$ cat config.mk
export PLATFORM = sky130hd
export DESIGN_NAME = multi_btn_debounce
export DESIGN_NICKNAME = d
export VERILOG_FILES = /design/src/rtl/multi_btn_debounce.sv
export SDC_FILE = /design/constraint.sdc
export NUM_CORES = 1
export LEC_CHECK = 0
export CAP_MARGIN = 20
export CORE_AREA = 2 2 98 100
export CTS_CLUSTER_DIAMETER = 30
export DETAILED_ROUTE_END_ITERATION = 8
export DIE_AREA = 0 0 100 102
export GPL_TIMING_DRIVEN = 0
export HOLD_SLACK_MARGIN = 0.05
export PLACE_DENSITY = 0.67
export SYNTH_ARGS = -nofsm -noshare
export SYNTH_HDL_FRONTEND = slang
export SYNTH_SLANG_ARGS = --single-unit
$ cat constraint.sdc
create_clock -name clk -period 3.1 [get_ports clk]
set_input_delay 0.465 -clock clk [delete_from_list [all_inputs] [get_ports clk]]
set_output_delay 0.465 -clock clk [all_outputs]
set_load 0.02 [all_outputs]
$ cat src/rtl/multi_btn_debounce.sv
// Multi-channel button debouncer: 2-FF synchroniser, shared sample tick,
// per-channel stability qualification, press/release and long-press pulses.
module multi_btn_debounce #(
    parameter int N_CH       = 4,
    parameter int TICK_DIV   = 100000,
    parameter int STABLE_CNT = 4,
    parameter int LONG_CNT   = 1000
) (
    input  logic            clk,
    input  logic            rst,
    input  logic [N_CH-1:0] i_btn,
    output logic [N_CH-1:0] o_level,
    output logic [N_CH-1:0] o_rise,
    output logic [N_CH-1:0] o_fall,
    output logic [N_CH-1:0] o_long
);

    localparam int DW = (TICK_DIV > 1) ? $clog2(TICK_DIV) : 1;
    localparam int SW = $clog2(STABLE_CNT + 1);
    localparam int HW = $clog2(LONG_CNT + 1);

    localparam logic [DW-1:0] DIV_LAST = DW'(TICK_DIV - 1);
    localparam logic [SW-1:0] SC_LAST  = SW'(STABLE_CNT - 1);
    localparam logic [HW-1:0] HC_LAST  = HW'(LONG_CNT - 1);
    localparam logic [HW-1:0] HC_MAX   = HW'(LONG_CNT);

    logic [N_CH-1:0] s1_q, s2_q;
    logic [DW-1:0]   div_q, div_d;
    logic            tick;

    logic [SW-1:0]   sc_q [N_CH];
    logic [SW-1:0]   sc_d [N_CH];
    logic [HW-1:0]   hc_q [N_CH];
    logic [HW-1:0]   hc_d [N_CH];

    logic [N_CH-1:0] level_q, level_d;
    logic [N_CH-1:0] rise_q, rise_d;
    logic [N_CH-1:0] fall_q, fall_d;
    logic [N_CH-1:0] long_q, long_d;

    always_comb begin
        tick  = (div_q == DIV_LAST);
        div_d = tick ? '0 : div_q + 1'b1;
    end

    always_comb begin
        level_d = level_q;
        rise_d  = '0;
        fall_d  = '0;
        long_d  = '0;
        for (int i = 0; i < N_CH; i++) begin
            sc_d[i] = sc_q[i];
            hc_d[i] = hc_q[i];
            if (tick) begin
                if (s2_q[i] == level_q[i]) begin
                    sc_d[i] = '0;
                end else if (sc_q[i] == SC_LAST) begin
                    level_d[i] = s2_q[i];
                    sc_d[i]    = '0;
                    rise_d[i]  = s2_q[i];
                    fall_d[i]  = ~s2_q[i];
                end else begin
                    sc_d[i] = sc_q[i] + 1'b1;
                end
            end
            // hc restarts while released; saturation gives one pulse per press
            if (!level_q[i]) begin
                hc_d[i] = '0;
            end else if (tick && (hc_q[i] < HC_MAX)) begin
                hc_d[i]   = hc_q[i] + 1'b1;
                long_d[i] = (hc_q[i] == HC_LAST);
            end
        end
    end

    always_ff @(posedge clk or posedge rst) begin
        if (rst) begin
            s1_q    <= '0;
            s2_q    <= '0;
            div_q   <= '0;
            level_q <= '0;
            rise_q  <= '0;
            fall_q  <= '0;
            long_q  <= '0;
            for (int i = 0; i < N_CH; i++) begin
                sc_q[i] <= '0;
                hc_q[i] <= '0;
            end
        end else begin
            s1_q    <= i_btn;
            s2_q    <= s1_q;
            div_q   <= div_d;
            level_q <= level_d;
            rise_q  <= rise_d;
            fall_q  <= fall_d;
            long_q  <= long_d;
            for (int i = 0; i < N_CH; i++) begin
                sc_q[i] <= sc_d[i];
                hc_q[i] <= hc_d[i];
            end
        end
    end

    assign o_level = level_q;
    assign o_rise  = rise_q;
    assign o_fall  = fall_q;
    assign o_long  = long_q;

endmodule

==> results.sh, run 1 <==
export IMPL_cts_tree="yes"
export IMPL_synth_area_per_cell_um2=10.1
export IMPL_grt_max_degree=52
export IMPL_rows=35
export IMPL_ir_worst_vdd_mv=0.323
export IMPL_grt_antenna_before_repair=0
export IMPL_path_delay_family="buffers and inverters"
export IMPL_critPathLaunchType="flip-flop"
export IMPL_async_flop_share=1.00
export IMPL_finish_net_count=490
export IMPL_cp_end_kind="flip-flop"
export IMPL_min_period_over_period=0.840
export IMPL_clock_latency_ns=0.36
export IMPL_yosysMostFrequentCell="dfrtp_1"
export IMPL_cts_num_sinks=93
export IMPL_drv_slew=0
export IMPL_yosysTopAreaCell="dfrtp_1"
export IMPL_cp_arrival_ns=2.87
export IMPL_ys_ff_latch=93
export IMPL_worstPathCellList="ha_1 > and4_1 > nand4_1 > clkbuf_1 > buf_2 > buf_1 > nand2_1 > o21ai_0"
export IMPL_globalplace_congestion=0.817
export IMPL_final_antenna_net_count=0
export IMPL_overflow=0
export IMPL_antenna_cells=0
export IMPL_viasPerCell=5.89
export IMPL_outcome="complete, no violations"
export IMPL_critPathBufInv=3
export IMPL_port_buffer_count=21
export IMPL_wire_per_inst_um=15.7
export IMPL_tightest_slew_ns=0.665
export IMPL_cp_max_fo=10
export IMPL_synth_nets=457
export IMPL_die_w_um=100
export IMPL_ys_warn_count=0
export IMPL_leakagePower_nw=2.03
export IMPL_grt_usage=0.198
export IMPL_critPathKind="reg2reg"
export IMPL_cts_setup_buffers=0
export IMPL_report_final_setup_viol=0
export IMPL_cts_hold_buffers=0
export IMPL_dp_hpwl_mm=6.37
export IMPL_clk_pin_slew_ns=0.09
export IMPL_postRouteWirelength_mm=9.30
export IMPL_cts_buffers=9
export IMPL_yosys_top_cells_area="dfrtp_1 52%, nand2_1 4.2%, mux2i_1 3.1%, nand2b_1 2.8%, nand3_1 2.8%"
export IMPL_drc_errors=0
export IMPL_synth_area_um2=4470
export IMPL_synth_top_cells_by_count="93 x dfrtp_1, 50 x nand2_1, 27 x nor2_1"
export IMPL_die_h_um=102
export IMPL_dpl_cell_area_um2=4840
export IMPL_drt_iter0_markers=214
export IMPL_fp_coreArea_um2=9110
export IMPL_seq_area_frac_synth=0.520
export IMPL_cts_resized=0
export IMPL_multi_input_area_um2=2040
export IMPL_slowest_stage="dfrtp_1"
export IMPL_worst_clock_skew_ns=0.00872
export IMPL_root_buffer="clkbuf_8"
export IMPL_fp_dieArea_um2=10200
export IMPL_clk_path_buf_depth=2
export IMPL_slowest_delay_ns=0.47
export IMPL_ff_latch_area_um2=2330
export IMPL_fmax_mhz=384
export IMPL_synthCells=442
export IMPL_drive_gt1_frac=0.0625
export IMPL_ioPinCount=22
export IMPL_maxSlewHeadroom=0.552
export IMPL_vias=3481
export IMPL_fin_crit_ns=2.60
export IMPL_synthFlopType="dfrtp_1"
export IMPL_maxCapViolations=0
export IMPL_grt_setup_unrepaired="no"
export IMPL_syn_to_final_growth_pct=13.8
export IMPL_start_util=0.491
export IMPL_finalHoldViolCount=0
export IMPL_hold_ws_ns=0.356
export IMPL_grt_pass1_vias=3397
export IMPL_final_util=0.559
export IMPL_yosysTopAreaCellShare=0.520
export IMPL_fill_cells=809
export IMPL_power_density_nw_per_um2=441
export IMPL_first_pass_iters=5
export IMPL_h_tree_depth=3
export IMPL_synth_cell_types=45
export IMPL_grt_pass1_wl_mm=16.3
export IMPL_hold_path_class="reg2reg"
export IMPL_synth_edf_count=0
export IMPL_stdcell_area_um2=5090
export IMPL_critPathRequiredTime_ns=3.37
## through the flow
stage | TNS [ns] | cells | setup slack, ns | power [mW]
2_1_floorplan | 0 | 442 | 0.215 | 1.27
3_3_place_gp | -114.20 | 574 | -1.23 | 1.28
3_5_place_dp | 0 | 575 | 0.518 | 1.29
4_1_cts | 0 | 591 | 0.489 | 2.27
5_1_grt | 0 | 591 | 0.279 | 2.32
6_report | 0 | 591 | 0.495 | 2.24
## sequential cells by signal (all words and copies together), names as in the netlist
name and flops:
sc_q 12, s1_q 4, s2_q 4, o_long 4, hc_q 40, o_level 4
o_fall 4, o_rise 4, div_q 17
## logic make-up after synthesis
family          after synthesis  synth area share
fa+ha+maj                     9            0.0252
mux                          16            0.0364
buf+inv                      27            0.0235
compound gates               69             0.100
xor+xnor                     16            0.0313
simple gates                212             0.263
flops                        93             0.520
## path summary, 6_finish.rpt
check                                    from              endpoint  slack (ns)  cells past startpoint
min in group asynchronous                 rst    div_q[7]$_DFF_PP0_        0.55                      2
max in group asynchronous                 rst  hc_q[33]$_DFFE_PP0P_        1.90                      3
max                        div_q[0]$_DFF_PP0_   sc_q[0]$_DFFE_PP0N_        0.50                      8
min reg2reg                 s1_q[2]$_DFF_PP0_     s2_q[2]$_DFF_PP0_        0.36                      0
max reg2reg                div_q[0]$_DFF_PP0_   sc_q[0]$_DFFE_PP0N_        0.50                      8
min                         s1_q[2]$_DFF_PP0_     s2_q[2]$_DFF_PP0_        0.36                      0
## layer usage
layer / GRT usage / wire length, um / vias up
li1: - / - / 1690
met1: 0.280 / 4560 / 1699
met2: 0.316 / 4290 / 78
met3: 0.0315 / 340 / 14
met4: 0.0695 / 119 / 0
met5: 0 / 0 / -
## area by class of cell
type / instances / share of cell area
inverters: 10 / 0.00787
flip-flops and latches: 93 / 0.457
repair buffers: 22 / 0.0452
multi-input cells: 322 / 0.401
clock inverters: 7 / 0.0241
well taps: 111 / 0.0273
plain buffers: 17 / 0.0133
clock buffers: 9 / 0.0243
## cells in the final DEF (no fill, tap or decap), types with 8 or more instances in the layout
cell type        count
dfrtp_1             93
or4_1               15
nand2_1             50
clkdlybuf4s50_1     21
nor2_1              27
clkbuf_8             9
xnor2_1             11
nand3_1             25
ha_1                 9
nand2b_1            20
o21ai_0             18
clkbuf_1            13
a21oi_1             16
nor4_1              10
nand4_1             12
inv_1                8
o31ai_1             13
mux2i_1             14
nor3_1              11
## report_power, final
part / switching (mW) / internal (mW) / total, mW
Sequential: 0.00340 / 1.22 / 1.22
Combinational: 0.0282 / 0.0118 / 0.0400
Clock: 0.442 / 0.540 / 0.982
Note: power is estimated with default switching activity, not from simulation.
==> run 2, diff against run 1 <==
==> constraint.sdc (replaced) <==
create_clock -name clk -period 2.69 [get_ports clk]
set_input_delay 0.4035 -clock clk [delete_from_list [all_inputs] [get_ports clk]]
set_output_delay 0.4035 -clock clk [all_outputs]
set_load 0.02 [all_outputs]
==> results.sh, run 2 (synthesis gave the netlist of run 1 again) <==
export IMPL_outcome="complete, no violations"
export IMPL_grt_pass1_wl_mm=16.2
export IMPL_cp_max_fo=10
export IMPL_final_cell_mix="93 x dfrtp_1, 50 x nand2_1, 27 x nor2_1"
export IMPL_root_buffer="clkbuf_8"
export IMPL_slowest_delay_ns=0.47
export IMPL_cts_tree="yes"
export IMPL_dpl_cell_count=576
export IMPL_h_tree_depth=3
export IMPL_final_antenna_net_count=0
export IMPL_postRouteWirelength_mm=9.47
export IMPL_path_common_cell="buf_2"
export IMPL_critPathLaunchType="flip-flop"
export IMPL_wire_per_inst_um=16.0
export IMPL_clk_path_buf_depth=2
export IMPL_critPathKind="reg2reg"
export IMPL_cts_resized=0
export IMPL_cts_buffers=9
export IMPL_die_w_um=100
export IMPL_tns_ns=0
export IMPL_cp_arrival_ns=2.68
export IMPL_drc_errors=0
export IMPL_grt_antenna_before_repair=0
export IMPL_power_density_nw_per_um2=507
export IMPL_dp_hpwl_mm=6.46
export IMPL_power_total_mw=2.59
export IMPL_critPathBufInv=3
export IMPL_viasPerCell=6.02
export IMPL_final_instance_count_excl_fill=591
export IMPL_slowest_stage="dfrtp_1"
export IMPL_fp_dieArea_um2=10200
export IMPL_grt_pass1_vias=3416
export IMPL_hold_path_class="reg2reg"
export IMPL_start_util=0.491
export IMPL_finish_net_count=491
export IMPL_top_register="hc_q"
export IMPL_setup_ws_ns=0.267
export IMPL_grt_max_degree=38
export IMPL_path_delay_family="buffers and inverters"
export IMPL_globalplace_congestion=0.841
export IMPL_drive_gt1_frac=0.0688
export IMPL_largest_reg_flops=40
export IMPL_maxSlewHeadroom=0.553
export IMPL_final_common_cell="dfrtp_1"
export IMPL_clock_latency_ns=0.36
export IMPL_leakagePower_nw=2.05
export IMPL_worstPathCellList="ha_2 > and4_1 > nand4_1 > clkbuf_1 > buf_2 > buf_2 > nor3_1 > o21a_1"
export IMPL_critPathRequiredTime_ns=2.95
export IMPL_ir_worst_vdd_mv=0.274
export IMPL_grt_setup_unrepaired="no"
export IMPL_cts_setup_buffers=0
export IMPL_clk_pin_slew_ns=0.09
export IMPL_worst_clock_skew_ns=0.0123
export IMPL_antenna_cells=0
export IMPL_ioPinCount=22
export IMPL_drv_slew=0
export IMPL_fp_coreArea_um2=9110
export IMPL_finalHoldViolCount=0
export IMPL_fin_crit_ns=2.42
export IMPL_report_final_setup_viol=0
export IMPL_min_period_over_period=0.901
export IMPL_cts_hold_buffers=0
export IMPL_vias=3555
export IMPL_first_pass_iters=5
export IMPL_largestRegisters="hc_q x40, div_q x17, sc_q x12"
export IMPL_tightest_slew_ns=0.664
export IMPL_die_h_um=102
export IMPL_maxCapViolations=0
export IMPL_fmax_mhz=413
export IMPL_rows=35
export IMPL_port_buffer_count=21
export IMPL_syn_to_final_growth_pct=14.4
export IMPL_cp_end_kind="flip-flop"
export IMPL_pre_cts_ws_ns=0.102
export IMPL_fill_cells=810
export IMPL_overflow=0
export IMPL_cts_num_sinks=93
export IMPL_drt_iter0_markers=241
export IMPL_grt_usage=0.201
## run 2: worst register-to-register path, delay by kind of cell (launching register included)
kind | cells | cell delay (ns)
compound gates | 1 | 0.17
flops | 1 | 0.47
fa+ha+maj | 1 | 0.28
simple gates | 3 | 0.38
buf+inv | 3 | 1.04
## run 2: per-layer routing
layer	global-route usage	part of all wire
met5	0	0
met4	0.0843	0.016
met3	0.0308	0.041
met2	0.314	0.46
met1	0.283	0.48
## run 2: layout make-up
type | instances | area [um2] | share of cell area
sequential | 93 | 2330 | 0.455
multi-input combinational | 322 | 2040 | 0.399
timing repair buffer | 23 | 250 | 0.0489
clock buffer | 11 | 151 | 0.0296
tap | 111 | 139 | 0.0271
clock inverter | 4 | 95.1 | 0.0186
buffer | 17 | 70.1 | 0.0137
inverter | 10 | 41.3 | 0.00807
## run 2: final timing paths
| kind | start | endpoint | slack [ns] | cells after the start |
|---|---|---|---|---|
| worst max register to register | div_q[0]$_DFF_PP0_ | hc_q[29]$_DFFE_PP0P_ | 0.27 | 8 |
| worst max-delay path | div_q[0]$_DFF_PP0_ | hc_q[29]$_DFFE_PP0P_ | 0.27 | 8 |
| max in group asynchronous | rst | hc_q[32]$_DFFE_PP0P_ | 1.46 | 4 |
| min in group asynchronous | rst | div_q[4]$_DFF_PP0_ | 0.43 | 2 |
| worst min register to register | s1_q[1]$_DFF_PP0_ | s2_q[1]$_DFF_PP0_ | 0.36 | 0 |
| worst min-delay path | s1_q[1]$_DFF_PP0_ | s2_q[1]$_DFF_PP0_ | 0.36 | 0 |
## run 2: power breakdown
group,internal (mW),leakage (nW),switching (mW)
registers,1.40,1.27,0.00405
logic,0.0165,0.653,0.0329
clock network,0.662,0.125,0.476
total,2.08,2.05,0.513
## run 2: through the flow
step	hold WS (ns)	utilization	instance area (um2)
after floorplan	0.331	-	4480
after global placement	0.334	0.530	4820
after detailed placement	0.336	0.534	4860
after CTS	0.356	0.561	5110
after global routing	0.363	0.562	5120
final	0.355	0.562	5120
==> RTL change 1: new RTL, config.mk and constraints of run 1 <==
Register the output `o_long` once more, with the module's reset; this adds one clock of latency there. The other outputs are not delayed to match.
--- a/src/rtl/multi_btn_debounce.sv
+++ b/src/rtl/multi_btn_debounce.sv
@@ -105,5 +105,11 @@
     assign o_rise  = rise_q;
     assign o_fall  = fall_q;
-    assign o_long  = long_q;
+    always_ff @(posedge clk or posedge rst) begin
+        if (rst) begin
+            o_long <= '0;
+        end else begin
+            o_long <= long_q;
+        end
+    end
 
 endmodule
Formal check against the unedited RTL: same outputs for any inputs over 10 cycles, from zero or initial values and one cycle with rst high; that may be too few to reach the edited logic, so the function may still have changed.
==> RTL change 1 against run 1 <==
- routed wire length barely moved
- cell area fell by 0.25%
- maximum frequency fell by 10%
- via count rose by 1.5%
- area after synthesis rose by 0.70%
- cell count fell by 0.51%
- sequential cell count rose by 4
- worst setup slack got worse by 0.30 ns
- first-iteration DRC count rose by 27%
- total power fell by 6.5%
- sequential power rose by 4%
- synthesized cell count fell by 0.68%
- critical path depth fell by 1
- critical path type unchanged
- critical endpoint is now hc_q[36]$_DFFE_PP0P_
==> RTL change 1: results (changes against run 1) <==
power_and_ir_drop:
  peakVddDrop_mv: 0.2291  # -29%
  p_comb_frac: 0.020  # +0.002
  pwr-share-seq: 0.607  # +0.063
  p_leak_nw: 2.012  # -0.76%
  p_int_mw: 1.622  # -8.3%
  switching_share: 0.2257  # +0.01457
logic_synthesis:
  syn-num-nets: 454  # -0.66%
  synth_seq_area_share: 0.5390  # +0.01861
  ys_top_cells_by_count: "dfrtp_1, nand2_1, a21oi_1"
  ys_types: 48  # +6.7%
  ys_warn_count: 0  # unchanged
  synth.top_cells.by_area: "dfrtp_1, a21oi_1, nand2_1"
  syn_area_per_cell_sq_um: 10.26  # +1.4%
global_routing:
  grt_max_degree: 71  # +37%
  grt_pass1_wl_um: 16100  # -1.1%
  grt_usage: 0.1983  # about the same
  grt_pass1_vias: 3416  # +0.56%
setup_path:
  rrSetupSlack_ns: 0.20  # -0.30 ns
  r2r_end: "hc_q[36]$_DFFE_PP0P_"
  r2r_cells: 7  # -1
sta:
  worst_pin_slew_ns: 0.7241  # +0.05912 ns
  skew_ns: 0.01509  # +0.006370 ns
finish:
  stdcell_count: 588  # -0.51%
  drive_above_1_share: 0.07128  # +0.008779
  seq_cells: 97  # +4.3%
  buf_share: 0.06654  # +0.008030
  fillers: 822  # +1.6%
  regArea_sq_um: 2427  # +4.3%
  fin_nets: 487  # -0.61%
  clkCellAreaFrac: 0.03746  # -0.01097
  n_all_buffers: 41  # +5.1%
  nClkBuffers: 11  # +2
  n_antenna_cell: 0  # unchanged
placed_design:
  place_congestion: 0.7838  # -4.1%
  dpl.cell_count: 572  # -0.52%
  hpwl_um: 6264  # -1.6%
status:
  outcome: "completed"
detailed_routing:
  via_count: 3534  # +1.5%
  drt_iter0_markers: 272  # +27%
  dr.pass1.iters: 4  # -1
worst_hold_path:
  hold_start: "s1_q[3]$_DFF_PP0_"
## RTL change 1: cells by family after synthesis
logic type	Yosys count	share of synthesized area
xor+xnor	15	0.02918
simple gates	187	0.2295
buf+inv	29	0.02945
fa+ha+maj	9	0.02501
flops	97	0.5390
mux	6	0.01445
compound gates	96	0.1334
## RTL change 1: worst max-delay path by stage
stage,startpoint,to,slack (ns)
after floorplan,rst,div_q[0]$_DFF_PP0_,0.10
after global placement,rst,o_long[0]$_DFF_PP0_,-1.35
after detailed placement,div_q[0]$_DFF_PP0_,long_q[1]$_DFF_PP0_,0.03
after CTS,div_q[0]$_DFF_PP0_,long_q[1]$_DFF_PP0_,0.009
after global routing,div_q[0]$_DFF_PP0_,hc_q[36]$_DFFE_PP0P_,0.02
final,div_q[0]$_DFF_PP0_,hc_q[36]$_DFFE_PP0P_,0.20
## RTL change 1: layer usage
layer	track usage	share of wire
met4	0.08219	0.016
met3	0.02736	0.026
met5	0	0
met2	0.3259	0.48
met1	0.2681	0.48
## RTL change 1: critical path, stage by stage (launching register included)
cell      delay [ns]
dfrtp_1         0.51
ha_1            0.40
nand4_1         0.19
or4_4           0.51
buf_6           0.16
clkbuf_1        0.27
clkbuf_1        0.33
o41ai_1         0.41
## RTL change 1: per-stage QoR
stage	setup WS, ns	hold WS (ns)	area [sq um]	utilization	TNS, ns
3_5_place_dp	0.02990	0.3347	4882	0.5360	0
4_1_cts	0.009449	0.3569	5072	0.5569	0
6_report	0.1973	0.3556	5077	0.5574	0
5_1_grt	0.02000	0.3718	5077	0.5574	0
3_3_place_gp	-1.354	0.3315	4852	0.5327	-130.60
2_1_floorplan	0.1013	0.3312	4503	-	0
==> RTL change 2: new RTL, flow settings as in run 1 <==
Without the edit above. Set the parameter `TICK_DIV` to 200000 (it was 100000).
--- a/src/rtl/multi_btn_debounce.sv
+++ b/src/rtl/multi_btn_debounce.sv
@@ -3,5 +3,5 @@
 module multi_btn_debounce #(
     parameter int N_CH       = 4,
-    parameter int TICK_DIV   = 100000,
+    parameter int TICK_DIV   = 200000,
     parameter int STABLE_CNT = 4,
     parameter int LONG_CNT   = 1000
Check against the original RTL: same outputs for any inputs over 10 cycles, from zero or initial values and one cycle with rst high; that may be too few to reach the edited logic, so the function may still have changed.
==> RTL change 2 against run 1 <==
- routed wire length rose by 11%
- sequential cell count rose by 1
- worst setup slack improved by 0.33 ns
- cell area rose by 1.9%
- area after synthesis rose by 1.5%
- total power rose by 4.9%
- largest power group unchanged
==> RTL change 2: results (changes against run 1) <==
status:
  outcome: "completed"
detailed_routing:
  wl_um: 10300  # +11%
  drt_iter0_markers: 317  # +48%
  via_per_inst: 6.173  # +4.8%
  via_count: 3667  # +5.3%
finish:
  drive_above_1_share: 0.06832  # +0.005823
  top_regs: "hc_q x40, div_q x18, sc_q x12"
  fin_nets: 493  # +0.61%
placed_design:
  hpwl_um: 6772  # +6.3%
  place_congestion: 0.8165  # about the same
  place_worst_setup_slack_ns: 0.8478  # +0.3301 ns
  placed_area_sq_um: 4916  # +1.5%
  dpl.cell_count: 578  # +0.52%
logic_synthesis:
  synth.top_cells.by_area: "dfrtp_1, or4_1, o31ai_1"
  synth_seq_area_share: 0.5185  # -0.001948
  synth_cells: 445  # +0.68%
  ys_types: 47  # +4.4%
  syn-num-nets: 460  # +0.66%
  ys_top_cells_by_count: "dfrtp_1, a21oi_1, o21ai_0"
worst_hold_path:
  worstHoldEndpoint: "s2_q[3]$_DFF_PP0_"
  hold_start: "s1_q[3]$_DFF_PP0_"
sta:
  skew_ns: 0.008741  # +0.00002331 ns
  slew_headroom: 0.3789  # -0.1731
  fmax_ghz: 0.4397  # +15%
  hold_ws_ns: 0.3537  # -0.002011 ns
power_and_ir_drop:
  p_leak_nw: 2.068  # +2.0%
  peakVddDrop_mv: 0.2512  # -22%
setup_path:
  r2r_end: "o_long[3]$_DFF_PP0_"
  max_stage_delay_ns: 0.44  # -0.03 ns
  cpMaxStageDelayCell: "nor4b_2"
  critPathMaxFanout: 10  # unchanged
  rrSetupSlack_ns: 0.83  # +0.33 ns
  path_delay_family: "simple AND/OR/NAND/NOR gates"
  worstPathArrival_ns: 2.55  # -0.32 ns
  crit_start: "div_q[13]$_DFF_PP0_"
  r2r_cells: 6  # -2
clock_tree:
  htree_levels: 3  # unchanged
  postCtsResizedCells: 0  # unchanged
  root_buffer: "clkbuf_8"
global_routing:
  grt_pass1_vias: 3601  # +6.0%
  grt_max_degree: 74  # +42%
  grt_pass1_wl_um: 17530  # +7.7%
  grt_usage: 0.2185  # +0.02006
[RTL change 2: cell types whose count changed in the layout (fill, tap and decap cells not counted), moves of 6 or more]
cell / before / now
nand2_1: 50 / 25
a21oi_1: 16 / 30
nand2b_1: 20 / 6
o31ai_1: 13 / 24
mux2i_1: 14 / 4
or4_1: 15 / 25
o21ai_0: 18 / 26
o311ai_0: 6 / 0
[RTL change 2: kinds of logic (layout without fill, tap and decap cells)]
| kind of cell | Yosys count | in the layout | synth area share |
|---|---|---|---|
| muxes | 8 | 8 | 0.01875 |
| buffers and inverters | 33 | 71 | 0.03254 |
| and+or+nand+nor | 176 | 176 | 0.2237 |
| xor gates and xnor gates | 17 | 17 | 0.03282 |
| adders and majority gates | 9 | 9 | 0.02482 |
| DFF | 94 | 94 | 0.5185 |
| AOI/OAI and AO/OA | 108 | 108 | 0.1489 |
[RTL change 2: routing by layer]
| metal | vias up | share of wire | track usage |
|---|---|---|---|
| li1 | 1740 | - | - |
| met1 | 1823 | 0.47 | 0.3028 |
| met2 | 85 | 0.47 | 0.3436 |
| met3 | 19 | 0.039 | 0.04856 |
| met4 | 0 | 0.020 | 0.07587 |
| met5 | - | 0 | 0 |
[RTL change 2: cell type report]
class / instances / area (sq um)
plain buffers: 22 / 106.4
clock buffers: 10 / 137.6
clock inverters: 6 / 132.6
fillers: 811 / 3923
inverters: 11 / 43.79
multi-input cells: 318 / 2037
flip-flops and latches: 94 / 2352
well taps: 111 / 138.9
repair buffers: 22 / 237.7
[RTL change 2: power breakdown]
part | internal [mW] | leakage, nW | switching (mW)
combinational | 0.0124 | 0.654 | 0.0279
sequential | 1.23 | 1.28 | 0.00367
clock | 0.638 | 0.132 | 0.439
